`src/rtl/hdlc_rx_pkg.sv`:
```
// hdlc_rx_pkg
// Shared definitions for the Hdlc Rx reader: register map of the Hdlc
// controller, bit positions inside the Rx status/control register, the
// reader's state encoding and a helper that decides whether a received
// frame must be discarded based on its status byte.
package hdlc_rx_pkg;

  // Hdlc controller register addresses
  localparam logic [2:0] ADDR_RX_SC   = 3'd2;
  localparam logic [2:0] ADDR_RX_BUFF = 3'd3;
  localparam logic [2:0] ADDR_RX_LEN  = 3'd4;

  // Bit positions inside Rx_SC
  localparam int SC_READY = 0;
  localparam int SC_DROP  = 1;
  localparam int SC_FERR  = 2;
  localparam int SC_ABORT = 3;
  localparam int SC_OVF   = 4;

  // Value written to Rx_SC to make the controller discard the frame
  localparam logic [7:0] RX_DROP_CMD = 8'(1 << SC_DROP);

  typedef enum logic [3:0] {
    ST_IDLE,
    ST_RD_SC,
    ST_W_SC,
    ST_RD_LEN,
    ST_W_LEN,
    ST_RD_BYTE,
    ST_W_BYTE,
    ST_EMIT,
    ST_DROP,
    ST_ERR_BEAT,
    ST_GUARD
  } rx_state_t;

  // A frame is unusable when the controller flagged a framing error,
  // an abort sequence or a buffer overflow.
  function automatic logic sc_is_bad(input logic [7:0] sc);
    return sc[SC_FERR] | sc[SC_ABORT] | sc[SC_OVF];
  endfunction

endpackage

```
`src/rtl/hdlc_rx_reader_if.sv`:
```
// hdlc_rx_reader_if
// Bundles the two buses the Rx reader sits between:
//   - the Hdlc controller register port (Rx_Ready, Address, WriteEnable,
//     ReadEnable, WrData, RdData)
//   - the outgoing byte stream (M_Data, M_Valid, M_Ready, M_Sof, M_Eof,
//     M_Err)
// The master modport is the reader's view; the slave modport is the view
// of whatever models the controller and the stream sink.
interface hdlc_rx_reader_if;
  import hdlc_rx_pkg::*;

  logic       Rx_Ready;
  logic [2:0] Address;
  logic       WriteEnable;
  logic       ReadEnable;
  logic [7:0] WrData;
  logic [7:0] RdData;

  logic [7:0] M_Data;
  logic       M_Valid;
  logic       M_Ready;
  logic       M_Sof;
  logic       M_Eof;
  logic       M_Err;

  modport master (
    input  Rx_Ready, RdData, M_Ready,
    output Address, WriteEnable, ReadEnable, WrData,
    output M_Data, M_Valid, M_Sof, M_Eof, M_Err
  );

  modport slave (
    output Rx_Ready, RdData, M_Ready,
    input  Address, WriteEnable, ReadEnable, WrData,
    input  M_Data, M_Valid, M_Sof, M_Eof, M_Err
  );

endinterface

```
`src/rtl/hdlc_reg_rd.sv`:
```
// hdlc_reg_rd
// Single register read helper for the Hdlc controller port. The caller
// raises start for exactly one cycle together with the register address;
// that cycle is the read strobe on the bus. READ_LAT cycles later done is
// high for one cycle and data carries the byte the caller must register
// on that edge.
// Ports:
//   clk, rst   clock and synchronous active-high reset
//   start      one-cycle read request (already a registered pulse)
//   addr       register to read
//   rd_data    controller read data
//   read_en    read strobe to the controller
//   rd_addr    address to the controller, 0 when not strobing
//   done       read data valid this cycle
//   data       read byte, valid while done is high
module hdlc_reg_rd
  import hdlc_rx_pkg::*;
#(
  parameter int READ_LAT = 1
) (
  input  logic       clk,
  input  logic       rst,
  input  logic       start,
  input  logic [2:0] addr,
  input  logic [7:0] rd_data,
  output logic       read_en,
  output logic [2:0] rd_addr,
  output logic       done,
  output logic [7:0] data
);

  localparam int LW = $clog2(READ_LAT + 1);

  logic [LW-1:0] wait_cnt;

  // The strobe is the caller's registered start pulse itself, so the
  // read costs no extra cycle; the counter then tracks the read latency.
  always_ff @(posedge clk) begin
    if (rst) begin
      wait_cnt <= '0;
    end else if (start) begin
      wait_cnt <= LW'(READ_LAT);
    end else if (wait_cnt != '0) begin
      wait_cnt <= wait_cnt - LW'(1);
    end
  end

  assign read_en = start;
  assign rd_addr = start ? addr : 3'd0;
  assign done    = (wait_cnt == LW'(1));
  assign data    = rd_data;

endmodule

```
`src/rtl/hdlc_rx_reader.sv`:
```
// hdlc_rx_reader
// Pulls received frames out of the Hdlc controller and replays them as a
// valid/ready byte stream. For every frame it reads Rx_SC, then Rx_Len,
// then Rx_Buff once per byte. Frames with a bad status or an illegal
// length are dropped by writing Rx_Drop and reported as one error beat.
// Ports:
//   Clk, Rst    clock and synchronous active-high reset
//   bus         controller register port and outgoing stream (master)
//   Frame_Cnt   good frames delivered (wraps)
//   Err_Cnt     frames discarded (wraps)
module hdlc_rx_reader
  import hdlc_rx_pkg::*;
#(
  parameter int READ_LAT = 1,
  parameter int MAX_LEN  = 126,
  parameter int GUARD    = 2,
  parameter int CNT_W    = 16
) (
  input  logic             Clk,
  input  logic             Rst,
  hdlc_rx_reader_if.master bus,
  output logic [CNT_W-1:0] Frame_Cnt,
  output logic [CNT_W-1:0] Err_Cnt
);

  localparam int GW = (GUARD < 2) ? 1 : $clog2(GUARD + 1);

  rx_state_t     state;
  logic          rd_start;
  logic [2:0]    rd_sel;
  logic          rd_en;
  logic          rd_done;
  logic [2:0]    rd_addr;
  logic [7:0]    rd_byte;
  logic          wr_en;
  logic [7:0]    wr_data;
  logic [7:0]    sc;
  logic [7:0]    len;
  logic [7:0]    cnt;
  logic [7:0]    m_data;
  logic          m_valid;
  logic          m_sof;
  logic          m_eof;
  logic          m_err;
  logic [GW-1:0] guard_cnt;

  hdlc_reg_rd #(
    .READ_LAT(READ_LAT)
  ) u_reg_rd (
    .clk    (Clk),
    .rst    (Rst),
    .start  (rd_start),
    .addr   (rd_sel),
    .rd_data(bus.RdData),
    .read_en(rd_en),
    .rd_addr(rd_addr),
    .done   (rd_done),
    .data   (rd_byte)
  );

  // Main sequencer. Strobes are set on the transition into RD_* / DROP
  // and cleared by default one cycle later, so each register access is a
  // single-cycle pulse. Stream outputs are loaded on the edge the byte
  // arrives, giving 2+READ_LAT cycles per byte with the sink always ready.
  always_ff @(posedge Clk) begin
    if (Rst) begin
      state     <= ST_IDLE;
      rd_start  <= 1'b0;
      rd_sel    <= 3'd0;
      wr_en     <= 1'b0;
      wr_data   <= 8'd0;
      sc        <= 8'd0;
      len       <= 8'd0;
      cnt       <= 8'd0;
      m_data    <= 8'd0;
      m_valid   <= 1'b0;
      m_sof     <= 1'b0;
      m_eof     <= 1'b0;
      m_err     <= 1'b0;
      guard_cnt <= '0;
      Frame_Cnt <= '0;
      Err_Cnt   <= '0;
    end else begin
      rd_start <= 1'b0;
      rd_sel   <= 3'd0;
      wr_en    <= 1'b0;
      wr_data  <= 8'd0;
      case (state)
        ST_IDLE: begin
          if (guard_cnt == '0 && bus.Rx_Ready) begin
            state    <= ST_RD_SC;
            rd_start <= 1'b1;
            rd_sel   <= ADDR_RX_SC;
          end
        end
        ST_RD_SC: state <= ST_W_SC;
        ST_W_SC: begin
          if (rd_done) begin
            sc <= rd_byte;
            if (sc_is_bad(rd_byte)) begin
              state   <= ST_DROP;
              wr_en   <= 1'b1;
              wr_data <= RX_DROP_CMD;
            end else begin
              state    <= ST_RD_LEN;
              rd_start <= 1'b1;
              rd_sel   <= ADDR_RX_LEN;
            end
          end
        end
        ST_RD_LEN: state <= ST_W_LEN;
        ST_W_LEN: begin
          if (rd_done) begin
            len <= rd_byte;
            if (rd_byte == 8'd0 || int'(rd_byte) > MAX_LEN) begin
              state   <= ST_DROP;
              wr_en   <= 1'b1;
              wr_data <= RX_DROP_CMD;
            end else begin
              cnt      <= 8'd0;
              state    <= ST_RD_BYTE;
              rd_start <= 1'b1;
              rd_sel   <= ADDR_RX_BUFF;
            end
          end
        end
        ST_RD_BYTE: state <= ST_W_BYTE;
        ST_W_BYTE: begin
          if (rd_done) begin
            m_data  <= rd_byte;
            m_valid <= 1'b1;
            m_sof   <= (cnt == 8'd0);
            m_eof   <= (cnt == len - 8'd1);
            state   <= ST_EMIT;
          end
        end
        ST_EMIT: begin
          if (bus.M_Ready) begin
            m_valid <= 1'b0;
            m_sof   <= 1'b0;
            m_eof   <= 1'b0;
            m_data  <= 8'd0;
            cnt     <= cnt + 8'd1;
            if (m_eof) begin
              Frame_Cnt <= Frame_Cnt + CNT_W'(1);
              guard_cnt <= GW'(GUARD);
              state     <= ST_GUARD;
            end else begin
              state    <= ST_RD_BYTE;
              rd_start <= 1'b1;
              rd_sel   <= ADDR_RX_BUFF;
            end
          end
        end
        ST_DROP: begin
          Err_Cnt <= Err_Cnt + CNT_W'(1);
          m_data  <= sc;
          m_valid <= 1'b1;
          m_sof   <= 1'b1;
          m_eof   <= 1'b1;
          m_err   <= 1'b1;
          state   <= ST_ERR_BEAT;
        end
        ST_ERR_BEAT: begin
          if (bus.M_Ready) begin
            m_data    <= 8'd0;
            m_valid   <= 1'b0;
            m_sof     <= 1'b0;
            m_eof     <= 1'b0;
            m_err     <= 1'b0;
            guard_cnt <= GW'(GUARD);
            state     <= ST_GUARD;
          end
        end
        // Rx_Ready stays high briefly after the last read; sitting here
        // for GUARD cycles keeps IDLE from mistaking it for a new frame.
        ST_GUARD: begin
          if (guard_cnt <= GW'(1)) begin
            guard_cnt <= '0;
            state     <= ST_IDLE;
          end else begin
            guard_cnt <= guard_cnt - GW'(1);
          end
        end
        default: state <= ST_IDLE;
      endcase
    end
  end

  assign bus.ReadEnable  = rd_en;
  assign bus.WriteEnable = wr_en;
  assign bus.Address     = wr_en ? ADDR_RX_SC : rd_addr;
  assign bus.WrData      = wr_data;
  assign bus.M_Data      = m_data;
  assign bus.M_Valid     = m_valid;
  assign bus.M_Sof       = m_sof;
  assign bus.M_Eof       = m_eof;
  assign bus.M_Err       = m_err;

endmodule
```
`src/flat_wrapper.sv`:
```
// flat-port wrapper written by rule: the top's interface ports become plain ports
module hdlc_rx_reader_flat import hdlc_rx_pkg::*;
#(
  parameter int READ_LAT = 1,
  parameter int MAX_LEN  = 126,
  parameter int GUARD    = 2,
  parameter int CNT_W    = 16
)
  (Clk, Rst, Frame_Cnt, Err_Cnt, bus_Rx_Ready, bus_RdData, bus_M_Ready, bus_Address, bus_WriteEnable, bus_ReadEnable, bus_WrData, bus_M_Data, bus_M_Valid, bus_M_Sof, bus_M_Eof, bus_M_Err);
  hdlc_rx_reader_if bus_i ();
  input  logic Clk;
  input  logic Rst;
  output logic [CNT_W-1:0] Frame_Cnt;
  output logic [CNT_W-1:0] Err_Cnt;
  input wire logic [$bits(bus_i.Rx_Ready)-1:0] bus_Rx_Ready;
  input wire logic [$bits(bus_i.RdData)-1:0] bus_RdData;
  input wire logic [$bits(bus_i.M_Ready)-1:0] bus_M_Ready;
  output wire logic [$bits(bus_i.Address)-1:0] bus_Address;
  output wire logic [$bits(bus_i.WriteEnable)-1:0] bus_WriteEnable;
  output wire logic [$bits(bus_i.ReadEnable)-1:0] bus_ReadEnable;
  output wire logic [$bits(bus_i.WrData)-1:0] bus_WrData;
  output wire logic [$bits(bus_i.M_Data)-1:0] bus_M_Data;
  output wire logic [$bits(bus_i.M_Valid)-1:0] bus_M_Valid;
  output wire logic [$bits(bus_i.M_Sof)-1:0] bus_M_Sof;
  output wire logic [$bits(bus_i.M_Eof)-1:0] bus_M_Eof;
  output wire logic [$bits(bus_i.M_Err)-1:0] bus_M_Err;
  assign bus_i.Rx_Ready = bus_Rx_Ready;
  assign bus_i.RdData = bus_RdData;
  assign bus_i.M_Ready = bus_M_Ready;
  assign bus_Address = bus_i.Address;
  assign bus_WriteEnable = bus_i.WriteEnable;
  assign bus_ReadEnable = bus_i.ReadEnable;
  assign bus_WrData = bus_i.WrData;
  assign bus_M_Data = bus_i.M_Data;
  assign bus_M_Valid = bus_i.M_Valid;
  assign bus_M_Sof = bus_i.M_Sof;
  assign bus_M_Eof = bus_i.M_Eof;
  assign bus_M_Err = bus_i.M_Err;
  hdlc_rx_reader #(.READ_LAT(READ_LAT), .MAX_LEN(MAX_LEN), .GUARD(GUARD), .CNT_W(CNT_W)) u_core (.Clk(Clk), .Rst(Rst), .bus(bus_i), .Frame_Cnt(Frame_Cnt), .Err_Cnt(Err_Cnt));
endmodule
```
`config.mk`:
```
export PLATFORM = sky130hd
export DESIGN_NAME = hdlc_rx_reader_flat
export DESIGN_NICKNAME = d
export VERILOG_FILES = /design/src/rtl/hdlc_rx_pkg.sv /design/src/rtl/hdlc_rx_reader_if.sv /design/src/rtl/hdlc_reg_rd.sv /design/src/rtl/hdlc_rx_reader.sv /design/src/flat_wrapper.sv
export SDC_FILE = /design/constraint.sdc
export NUM_CORES = 1
export LEC_CHECK = 0
export ABC_AREA = 1
export CORE_MARGIN = 8
export CORE_UTILIZATION = 40
export DETAILED_ROUTE_END_ITERATION = 8
export SKIP_LAST_GASP = 1
export SYNTH_ARGS = -nofsm -noshare
export SYNTH_HDL_FRONTEND = slang
export SYNTH_SLANG_ARGS = --single-unit
```
`constraint.sdc`:
```
create_clock -name Clk -period 1.8 [get_ports Clk]
set_input_delay 0.18 -clock Clk [delete_from_list [all_inputs] [get_ports Clk]]
set_output_delay 0.18 -clock Clk [all_outputs]
set_load 0.02 [all_outputs]
```
# After elaboration in Yosys (flattened, before gate mapping)
# Cells that the tools add are included.
[word_totals]
regBits = 88
elab_cells = 128
[op_classes]
addsub = 6
order_cmp = 2
eq_ne = 21
mux = 61
bitwise_logic = 2
reduce_logical = 19
[ops]
columns = ["cell", "count"]
rows = [
  ["8-bit 2-to-1 mux", 7],
  ["4-bit one-hot mux with 11 select lines", 1],
  ["4-bit 2-to-1 mux", 10],
  ["16-bit by 1-bit adder with 16-bit output (second input constant)", 2],
  ["8-bit one-hot mux with 2 select lines", 2],
  ["8-bit one-hot mux with 3 select lines", 1],
  ["2-bit 2-to-1 mux", 9],
  ["3-bit 2-to-1 mux", 6],
  ["1-bit 2-to-1 mux", 17],
  ["4-bit by 3-bit == test with 1-bit output (second input constant)", 4],
  ["8-bit logical NOT", 2],
  ["4-bit == test (second input constant)", 3],
  ["2-bit inequality test (second input constant)", 6],
  ["3-bit one-hot mux with 4 select lines", 1],
  ["1-bit one-hot mux with 3 select lines", 3],
  ["8-bit by 1-bit adder with 8-bit output (second input constant)", 1],
  ["4-bit by 2-bit == test with 1-bit output (second input constant)", 2],
  ["8-bit == test", 1],
  ["8-bit by 7-bit greater-than comparator with 1-bit output (second input constant)", 1],
  ["2-bit by 1-bit inequality test with 1-bit output (second input constant)", 4],
  ["4-bit AND reduction", 2],
  ["8-bit by 1-bit subtractor with 8-bit output (second input constant)", 1],
  ["7-bit AND reduction", 1],
  ["2-bit one-hot mux with 3 select lines", 1],
  ["16 further kinds", 23],
]

# Logic depth before layout (Yosys ltp)
# Gate-level depths: netlist of run 1.
[logic_depth]
depth_word = 5
mapped_depth = 11
mapped_depth_nobuf = 11

# Modules after synthesis
# From an unflattened synthesis of run 1, not the netlist that was laid out.
[hier_totals]
hier_cells = 688
area_unflattened_um2 = 4484.3
[by_module_without_submodules]
columns = ["module", "n_inst", "cells_per_inst", "area_each_um2", "seq_area_each_um2"]
rows = [
  ["hdlc_rx_reader", 1, 670, 4364.2, 1581.5],
  ["hdlc_reg_rd", 1, 18, 120.1, 20.0],
]

# Least setup slack after synthesis of run 1
# No wires, ideal clock.
[synth_timing]
path_type = "reg2reg"
start = "register u_core.Frame_Cnt[0]"
end = "register u_core.Frame_Cnt[10]"
arrival_ps = 1362
required_time_ps = 1672
setup_slack_ps = 310
path_stages_with_launch = 8
n_path_buf = 0
synth_period_minus_slack_ps = 1490
cell_sequence = "dfxtp_1 > ha_1 > nand4_1 > nor2_1 > nand2_1 > nor2_2 > xor2_1 > nor2_1"
[synth_between]
elab_chain_cells = 1
[synth_rtl]
columns = ["element", "line_no", "text"]
rows = [
  ["start, declared", "hdlc_rx_reader.sv:22", "output logic [CNT_W-1:0] Frame_Cnt,"],
  ["start signal, assigned", "hdlc_rx_reader.sv:145", "Frame_Cnt <= Frame_Cnt + CNT_W'(1);"],
  ["16-bit by 1-bit adder with 16-bit output", "hdlc_rx_reader.sv:145", ""],
]
# No other way between the ends.
# A chain may end at the register's enable or synchronous reset.

# Final worst setup path of run 1
[layout_timing]
start = "register u_core.state[0]"
end = "register u_core.rd_sel[1]"
[layout_between]
elab_chain_cells = 2
[layout_rtl]
columns = ["element", "line_no", "text"]
rows = [
  ["start, declared", "hdlc_rx_reader.sv:28", "rx_state_t state;"],
  ["start signal, assigned", "hdlc_rx_reader.sv:67", "state <= ST_IDLE;"],
  ["start signal, assigned", "hdlc_rx_reader.sv:91", "state <= ST_RD_SC;"],
  ["start signal, assigned", "hdlc_rx_reader.sv:96", "ST_RD_SC: state <= ST_W_SC;"],
  ["4-bit by 3-bit == test with 1-bit output, or another cell as far along", "hdlc_rx_reader.sv:88", "case (state)"],
  ["3-bit one-hot mux with 4 select lines (*)", "hdlc_rx_reader.sv:88", ""],
  ["end signal, assigned", "hdlc_rx_reader.sv:85", "rd_sel <= 3'd0;"],
  ["end signal, assigned", "hdlc_rx_reader.sv:93", "rd_sel <= ADDR_RX_SC;"],
  ["end signal, assigned", "hdlc_rx_reader.sv:107", "rd_sel <= ADDR_RX_LEN;"],
  ["end, declared", "hdlc_rx_reader.sv:30", "logic [2:0] rd_sel;"],
]
# Mark *: on every way between the ends. The rest lies on a longest branch, timed or not.

==> results of run 1 <==
per-layer routing:
| layer | wire length [um] | GRT usage, % |
|---|---|---|
| met5 | 0 | 0 |
| met4 | 95 | 4.24 |
| met3 | 815 | 4.49 |
| met2 | 5290 | 26.0 |
| met1 | 5570 | 21.1 |
registers in the layout, indices dropped and copies added, names as in the netlist:
register,flops
u_core.bus.M_Valid,1
u_core.Err_Cnt,16
u_core.bus.M_Err,1
u_core.bus.WriteEnable,1
u_core.bus.M_Sof,1
u_core.sc,8
u_core.len,8
u_core.bus.M_Data,8
u_core.rd_start,1
u_core.cnt,8
u_core.guard_cnt,2
u_core.u_reg_rd.done,1
u_core.rd_sel,3
u_core.state,4
u_core.Frame_Cnt,16
u_core.bus.M_Eof,1
cells by family (layout without fill, tap and decap cells):
group | count (synthesis) | after routing | share of synthesized area, %
other | 1 | 7 | 0.0841
DFF | 80 | 80 | 35.9
adders and majority gates | 5 | 5 | 1.40
and+or+nand+nor | 348 | 348 | 36.3
buffers and inverters | 115 | 180 | 10.7
xor gates and xnor gates | 13 | 13 | 2.55
AOI/OAI and AO/OA | 111 | 111 | 13.1
worst max-delay path by stage:
stage | from | end | depth (start not counted)
2_1_floorplan | u_core.Frame_Cnt[0]$_SDFFE_PP0P_ | u_core.Frame_Cnt[10]$_SDFFE_PP0P_ | 7
3_3_place_gp | bus_RdData[1] | u_core.cnt[0]$_SDFFE_PP0P_ | 10
3_5_place_dp | bus_RdData[2] | u_core.cnt[6]$_SDFFE_PP0P_ | 8
4_1_cts | u_core.rd_start$_SDFF_PP0_ | bus_Address[2] | 3
5_1_grt | u_core.state[0]$_SDFFE_PP0P_ | u_core.rd_sel[1]$_SDFF_PP0_ | 8
6_report | u_core.state[0]$_SDFFE_PP0P_ | u_core.rd_sel[1]$_SDFF_PP0_ | 8
per-stage QoR:
step	TNS (ns)	hold WS [ns]	instances	utilization, %	power, mW
after floorplan	0	0.344	679	-	2.77
after global placement	0	0.434	866	48.2	3.13
after detailed placement	-0.187	0.445	866	48.2	3.13
after CTS	0	0.457	882	50.2	4.62
after global routing	0	0.483	884	50.5	4.83
final	0	0.452	884	50.5	4.57
critical path, cell delays in order, from the launching register on:
cell and delay (ns):
dfxtp_1 0.34, inv_1 0.12, nand2_2 0.16, nor2_4 0.20
buf_4 0.14, nand4_1 0.20, inv_1 0.19, a21oi_1 0.11
o21ai_0 0.14
final cells by class:
cell class / instances / area [um2]
clock buffer: 10 / 128
clock inverter: 6 / 83.8
fill: 1124 / 5370
inverter: 88 / 333
multi-input combinational: 484 / 2410
sequential: 80 / 1600
tap: 140 / 175
timing repair buffer: 76 / 741
repair_timing:
item / 4_1_cts / 5_1_grt
endpoints found under the setup margin: 0 / 9
setup buffers: 0 / 2
resized for setup: 0 / 7
Yosys cell counts:
cell type  number
a211oi_1        1
a21o_1          1
a21oi_1        56
a21oi_2         2
buf_1           1
buf_2           3
buf_4           9
buf_6           1
clkbuf_1       13
conb_1          1
dfxtp_1        80
ha_1            5
inv_1          77
inv_2          11
nand2_1       155
nand2_2         8
nand2_4         4
nand3_1        34
nand3_2         3
nand3_4         1
nand3b_1        1
nand4_1        18
nor2_1         82
nor2_2          4
nor2_4          5
nor2_8          1
nor3_1         24
nor3_2          4
nor3b_1         1
nor3b_2         1
nor4_1          2
o2111ai_1       1
o211ai_1        2
o21ai_0        31
o21ai_1        12
o22ai_1         5
xnor2_1         4
xor2_1          9
power groups by stage:
stage	Clock, mW	Sequential [mW]	Combinational [mW]
detailed placement	0	2.04	1.09
CTS	1.51	2.01	1.10
finish	1.46	2.01	1.10
global route	1.59	2.03	1.22
global placement	0	2.05	1.09
floorplan	0	2.11	0.659
==> results.md, run 1 <==
- Vias in the first global route: 4,077
- Routed WL: between 10 and 15 mm
- Clk network pwr share: around 32%
- Pins Over Slew Limit: 0
- Reg2Reg Capture Point: u_core.rd_sel[1]$_SDFF_PP0_
- DR vias/cell: a little under 5
- CORE AREA: 0.0108 mm2
- Synth top area share: 35.9%
- # diodes: 0
- Hold buffers post-CTS: 0
- Root Driver: clkbuf_8
- P_int: 3.08 mW
- Die X: 122 um
- Mapped Cells: 673
- Fraction of layout cells with a size suffix above 1: roughly a tenth
- Hpwl dp: 8.87 mm
- Port Buf Inserts: 61
- Skew final: 0.0108 ns
- Hold Path Stages: 2
- Nets: 756
- Design area: 0.00547 mm2
- Crit path capture type: flop
- Run status: complete, no violations
- Pleak: roughly 2.2 nW
- Hold Crit Endpoint: u_core.sc[3]$_SDFFE_PP0P_
- Final Hold Violating Endpoints: 0
- Grt ovf: 0
- Register area share after synthesis: 35.9%
- Drt first pass iters: 5
- Total track usage: 16.2%
- Flop pwr share: between 40 and 50%
- Min-delay src: u_core.sc[3]$_SDFFE_PP0P_
- Reg2Reg Depth: 8
- Fin crit period: between 1.5 and 2 ns
- CTS sink cnt: 80
- Die Y: 122 um
- Unique masters post-synth: 38
- Sw frac: about a third
- Final setup violation count: 0
- Maximum VDD drop: 0.608 mV
- CP startpoint kind: flop
- Worst Hold Class: flop to flop
- FF+latch count, synth: 80
- Req. time, crit path: ~2.1 ns
- DIE AREA: 0.0148 mm2
- Deepest clock path buffer count: 2
- Max Freq: 589 MHz
- FF-to-FF setup slack: 0.10 ns
- Net Sw Power: 1.50 mW
- Reg-to-reg critical path startpoint: u_core.state[0]$_SDFFE_PP0P_
- Synthesized cell area: about 0.0045 mm2
- Dpl ws: -0.0477 ns
- Initial antenna violation count: 0
- CP Max Fanout: 5
- CTS clk-pin slew, worst paths: 0.09 ns
- Worst setup margin: 0.102 ns
- Rows: 38
- Comb pwr share: 24.0%
- Kind of critical path: flop to flop
- Leading area contributor after synthesis: dfxtp_1
- Syn_area_per_cell: roughly 6.6 um2
- Starting Density: 41.1%
- Largest net degree at the start of global routing: between 40 and 50
- Final antenna-violating net count: 0
- RSZ-0062 raised after global routing: false
- Most common cell after layout, fill and taps aside: nand2_1
- DR iter-0 viols: 235
- Commonest cells after routing, fill and taps aside: nand2_1 (153), nor2_1 (82), dfxtp_1 (78)
- Area growth syn-to-layout: 22.7%
- TritonCTS buffer count: 9
- DP Area: 0.00523 mm2
- CTS tree: yes
- IO Count: 69
- Worst Path Arrival: roughly 2 ns
- Final worst-path cycle share: 94.3%
- RePlAce Congestion: 0.886
- DRC: 0
- Max_cap viols: 0
- First-pass GRT wire length: 19.6 mm
- Clk_lat worst skew: approximately 0.36 ns
- Pwr per Cell Area: 836 mW/mm2
- Yosys warning count: 0
- WL/cell: about 13 um
- Synth area leaders: dfxtp_1 (36%), nand2_1 (13%), nor2_1 (6.9%)
- Vias: 4,396
- H-tree levels: 3
Note: power is estimated with default switching activity, not from simulation.
==> inputs of run 2 (changes only) <==
--- a/config.mk
+++ b/config.mk
@@ -9,6 +9,7 @@
 export CORE_MARGIN = 8
 export CORE_UTILIZATION = 40
 export DETAILED_ROUTE_END_ITERATION = 8
+export GPL_ROUTABILITY_DRIVEN = 0
 export SKIP_LAST_GASP = 1
 export SYNTH_ARGS = -nofsm -noshare
 export SYNTH_HDL_FRONTEND = slang
==> run 2 against run 1 <==
Effect of this change:
- critical path depth shrank 7
- maximum frequency is 0.68% higher
- worst setup slack improved by 0.012 ns
- first-iteration DRC count up 29%
- power rose by 1.7%
- utilization up 0.17 points
- non-clock buffer count down 1
- cell count down 0.11%
- combinational power about the same
- routed wire length is 2.8% lower
- via count fell by 0.48%
- flip-flop and latch count stayed put
- critical endpoint is now bus_M_Eof
==> results.md, run 2 (synthesis gave the netlist of run 1 again) <==
- Grt ovf: 0
- Starting Density: 41.1%
- Fraction of layout cells with a size suffix above 1: 10.1%
- Run status: complete, no violations
- Final setup violation count: 0
- Total track usage: 15.9%
- Root Driver: clkbuf_8
- Commonest cells after routing, fill and taps aside: nand2_1 (154), nor2_1 (82), dfxtp_1 (80)
- Post-Layout Cell Count: a little under 900
- Fin crit period: ~1.7 ns
- Area growth syn-to-layout: 23.2%
- CP Max Fanout: 5
- Nets: 755
- Worst Hold Class: flop to flop
- First-pass GRT wire length: between 15 and 20 mm
- RSZ-0062 raised after global routing: false
- Crit path capture type: output port
- Worst path slowest cell: clkdlybuf4s50_1
- CTS sink cnt: 80
- Vias: 4,375
- Most common cell after layout, fill and taps aside: nand2_1
- WL/cell: roughly 13 um
- TritonCTS buffer count: 9
- Max Freq: 593 MHz
- Die Y: between 100 and 150 um
- Final antenna-violating net count: 0
- Hpwl dp: roughly 8.8 mm
- IO Count: between 60 and 70
- DP Area: 0.00525 mm2
- DR iter-0 viols: 303
- Skew final: 0.0122 ns
- Largest stage delay, worst path: 0.66 ns
- DIE AREA: around 0.015 mm2
- Hold buffers post-CTS: 0
- Setup Fix Bufs, Post-CTS: 0
- Tot Pwr: about 4.7 mW
- Port Buf Inserts: 61
- CTS clk-pin slew, worst paths: 0.09 ns
- Worst Path Arrival: 1.51 ns
- Final Hold Violating Endpoints: 0
- DRC: 0
- CTS tree: yes
- Vias in the first global route: between 4,000 and 5,000
- Maximum VDD drop: 0.528 mV
- Kind of critical path: flop to output port
- CTS resizes: 0
- Final Util: between 50% and 60%
- Max_cap viols: 0
- Largest net degree at the start of global routing: between 40 and 50
- # diodes: 0
- Routed WL: 11.4 mm
- Rows: 38
- Pwr per Cell Area: 847 mW/mm2
- Clk_lat worst skew: 0.36 ns
- Pins Over Slew Limit: 0
- Largest registers: u_core.Err_Cnt x16, u_core.Frame_Cnt x16
- Deepest clock path buffer count: 2
- H-tree levels: 3
- CORE AREA: 0.0108 mm2
- Design area: roughly 0.0055 mm2
- Drt first pass iters: 6
- Hold WS: 0.449 ns
- Pleak: roughly 2.2 nW
- # fillers: between 1,000 and 1,500
- Bufs and invs on worst path: 1
- Placed Cells: 867
- Die X: 122 um
- Final worst-path cycle share: 93.7%
- Crit-path cells: clkdlybuf4s50_1
- DR vias/cell: between 4 and 5
- Critical path's top delay family: buffers and inverters
- Req. time, crit path: 1.62 ns
- Initial antenna violation count: 0
- CP startpoint kind: flop
==> run 2: cell types whose count changed in the layout (fill, tap and decap cells not counted), moves of 2 or more <==
| cell | delta |
|---|---|
| clkinv_2 | -3 |
| inv_6 | +3 |
| buf_4 | -2 |
| dfxtp_1 | +2 |
| dfxtp_2 | -2 |
| inv_8 | +2 |
==> run 2: routing by layer <==
metal	part of all wire [%]	track usage [%]	vias to the layer above
met1	47	20.6	1963
met3	7.0	4.81	10
met4	1.1	3.70	0
met5	0	0	-
li1	-	-	2294
met2	45	25.5	108
==> run 2: path summary, 6_finish.rpt <==
| kind | from | to | slack, ns | cells past startpoint |
|---|---|---|---|---|
| worst max-delay path | u_core.bus.M_Eof$_SDFFE_PP0P_ | bus_M_Eof | 0.11 | 1 |
| worst min-delay path | u_core.sc[4]$_SDFFE_PP0P_ | u_core.sc[4]$_SDFFE_PP0P_ | 0.45 | 2 |
| worst max register to register | u_core.state[1]$_SDFFE_PP0P_ | u_core.bus.M_Sof$_SDFFE_PP0P_ | 0.15 | 10 |
| worst min register to register | u_core.sc[4]$_SDFFE_PP0P_ | u_core.sc[4]$_SDFFE_PP0P_ | 0.45 | 2 |
==> run 2: layout make-up <==
class	count	area (um2)	area share [%]
Clock buffer	9	124	2.26
Clock inverter	7	109	1.98
Inverter	88	330	6.02
Multi-Input combinational cell	484	2400	43.8
Sequential cell	80	1600	29.2
Tap cell	140	175	3.19
Timing Repair Buffer	75	746	13.6
==> run 2: through the flow <==
step / setup WS (ns) / setup TNS (ns)
after floorplan: 0.310 / 0
after global placement: 0.0242 / 0
after detailed placement: -0.0414 / -0.169
after CTS: 0.0371 / 0
after global routing: 0.000896 / 0
final: 0.114 / 0
==> run 2: report_power, final <==
part | internal [mW] | leakage, nW | total, mW | switching [mW]
clock | 0.816 | 0.119 | 1.56 | 0.740
sequential | 1.89 | 0.646 | 2.00 | 0.117
combinational | 0.408 | 1.43 | 1.09 | 0.683
total | 3.11 | 2.19 | 4.65 | 1.54
==> inputs of run 3 (changes only) <==
--- a/config.mk
+++ b/config.mk
@@ -6,6 +6,7 @@
 export NUM_CORES = 1
 export LEC_CHECK = 0
 export ABC_AREA = 1
+export ABC_CLOCK_PERIOD_IN_PS = 1800
 export CORE_MARGIN = 8
 export CORE_UTILIZATION = 40
 export DETAILED_ROUTE_END_ITERATION = 8
@@ -14,3 +15,4 @@
 export SYNTH_ARGS = -nofsm -noshare
 export SYNTH_HDL_FRONTEND = slang
 export SYNTH_SLANG_ARGS = --single-unit
+export TNS_END_PERCENT = 50
==> run 3 against run 2 <==
Effect of this change:
- clock-buffer cell count stayed put
- flip-flop and latch count unchanged
- sequential power about the same
- worst setup slack hardly changed
- clock skew hardly changed
- via count increased by 0.43%
- power about the same
- critical path type unchanged
- largest power group unchanged
==> results.md, run 3 (synthesis gave the netlist of run 1 again) <==
- Port Buf Inserts: 61
- # diodes: 0
- Pwr per Cell Area: roughly 850 mW/mm2
- Pleak: roughly 2.2 nW
- Kind of critical path: flop to output port
- CTS clk-pin slew, worst paths: 0.09 ns
- Setup Fix Bufs, Post-CTS: 0
- Hpwl dp: 8.78 mm
- Final setup violation count: 0
- Area growth syn-to-layout: 23.1%
- Reg2Reg Depth: 8
- CTS resizes: 0
- Largest net degree at the start of global routing: just over 40
- Skew final: ~0.012 ns
- Initial antenna violation count: 0
- Crit-path cells: clkdlybuf4s50_1
- Fin crit period: 1.69 ns
- Req. time, crit path: 1.62 ns
- DR iter-0 viols: approximately 270
- Run status: complete, no violations
- Starting Density: 41.1%
- Critical path's top delay family: buffers and inverters
- Pins Over Slew Limit: 0
- Root Driver: clkbuf_8
- Final antenna-violating net count: 0
- Total track usage: 15.9%
- Vias: 4,394
- DR vias/cell: about 5.0
- First-pass GRT wire length: just under 20 mm
- Fraction of layout cells with a size suffix above 1: around 10%
- Bufs and invs on worst path: 1
- DIE AREA: roughly 0.015 mm2
- Design area: 0.00549 mm2
- Final worst-path cycle share: 93.7%
- IO Count: 69
- Rows: 38
- Max_cap viols: 0
- CTS sink cnt: 80
- Max Freq: 593 MHz
- Nets: 755
- Hold buffers post-CTS: 0
- Worst path slowest cell: clkdlybuf4s50_1
- H-tree levels: 3
- Final Hold Violating Endpoints: 0
- Deepest clock path buffer count: 2
- Drt first pass iters: 5
- Final Util: roughly half
- Die Y: ~120 um
- Maximum VDD drop: 0.528 mV
- DRC: 0
- DP Area: around 0.0053 mm2
- Most common cell after layout, fill and taps aside: nand2_1
- Hold WS: ~0.45 ns
- CP Max Fanout: 5
- Die X: roughly 120 um
- CP startpoint kind: flop
- Worst Path Arrival: 1.51 ns
- CORE AREA: 0.0108 mm2
- WL/cell: 13.0 um
- WP depth: 1
- RSZ-0062 raised after global routing: true
- Clk_lat worst skew: around 0.36 ns
- Grt ovf: 0
- Vias in the first global route: a little over 4,000
- Commonest cells after routing, fill and taps aside: nand2_1 (155), nor2_1 (82), dfxtp_1 (80)
- Hold Path Stages: 2
- Routed WL: about 11 mm
- CTS tree: yes
- Largest registers: u_core.Err_Cnt x16, u_core.Frame_Cnt x16
- FF-to-FF setup slack: 0.16 ns
- Worst Hold Class: flop to flop
- Largest stage delay, worst path: 0.66 ns
- Crit path capture type: output port
- TritonCTS buffer count: 9
[run 3: cell counts in the layout (fill, tap and decap cells not counted)]
Identical to the previous run, type by type.
[run 3: layout make-up]
class | count | area [um2]
clock buffer | 9 | 124
clock inverter | 7 | 109
fill | 1117 | 5350
inverter | 88 | 330
multi-input combinational | 484 | 2400
sequential | 80 | 1600
tap | 140 | 175
timing repair buffer | 75 | 746
[run 3: worst paths after layout]
check,startpoint,end
worst min-delay path,u_core.sc[4]$_SDFFE_PP0P_,u_core.sc[4]$_SDFFE_PP0P_
worst min register to register,u_core.sc[4]$_SDFFE_PP0P_,u_core.sc[4]$_SDFFE_PP0P_
worst max register to register,u_core.state[0]$_SDFFE_PP0P_,u_core.cnt[0]$_SDFFE_PP0P_
worst max-delay path,u_core.bus.M_Eof$_SDFFE_PP0P_,bus_M_Eof
[run 3: worst reg2reg max path, cell delays in order, from the launching register on]
cell     delay (ns)
dfxtp_1        0.34
inv_1          0.13
nand2_2        0.17
nor2_4         0.22
inv_1          0.09
nand2_1        0.22
nand3_2        0.19
o21ai_1        0.16
inv_1          0.04
[run 3: metrics by stage]
stage	setup WS (ns)	power (mW)	instances	TNS [ns]
CTS	0.0371	4.71	883	0
global route	-0.00654	4.93	883	-0.00842
detailed placement	-0.0414	3.13	867	-0.169
floorplan	0.310	2.77	679	0
finish	0.114	4.65	883	0
global placement	0.0242	3.13	867	0
[run 3: power breakdown]
| part | leakage (nW) | switching, mW | internal (mW) | total, mW |
|---|---|---|---|---|
| sequential | 0.646 | 0.116 | 1.89 | 2.00 |
| combinational | 1.43 | 0.685 | 0.408 | 1.09 |
| clock | 0.119 | 0.741 | 0.816 | 1.56 |
| total | 2.19 | 1.54 | 3.11 | 4.65 |
[run 3: routing by layer]
| metal | vias to the layer above | routed length, um | track usage, % |
|---|---|---|---|
| met5 | - | 0 | 0 |
| met4 | 0 | 121 | 3.70 |
| met3 | 10 | 751 | 4.81 |
| met2 | 110 | 5180 | 25.5 |
| met1 | 1987 | 5390 | 20.6 |
| li1 | 2287 | - | - |
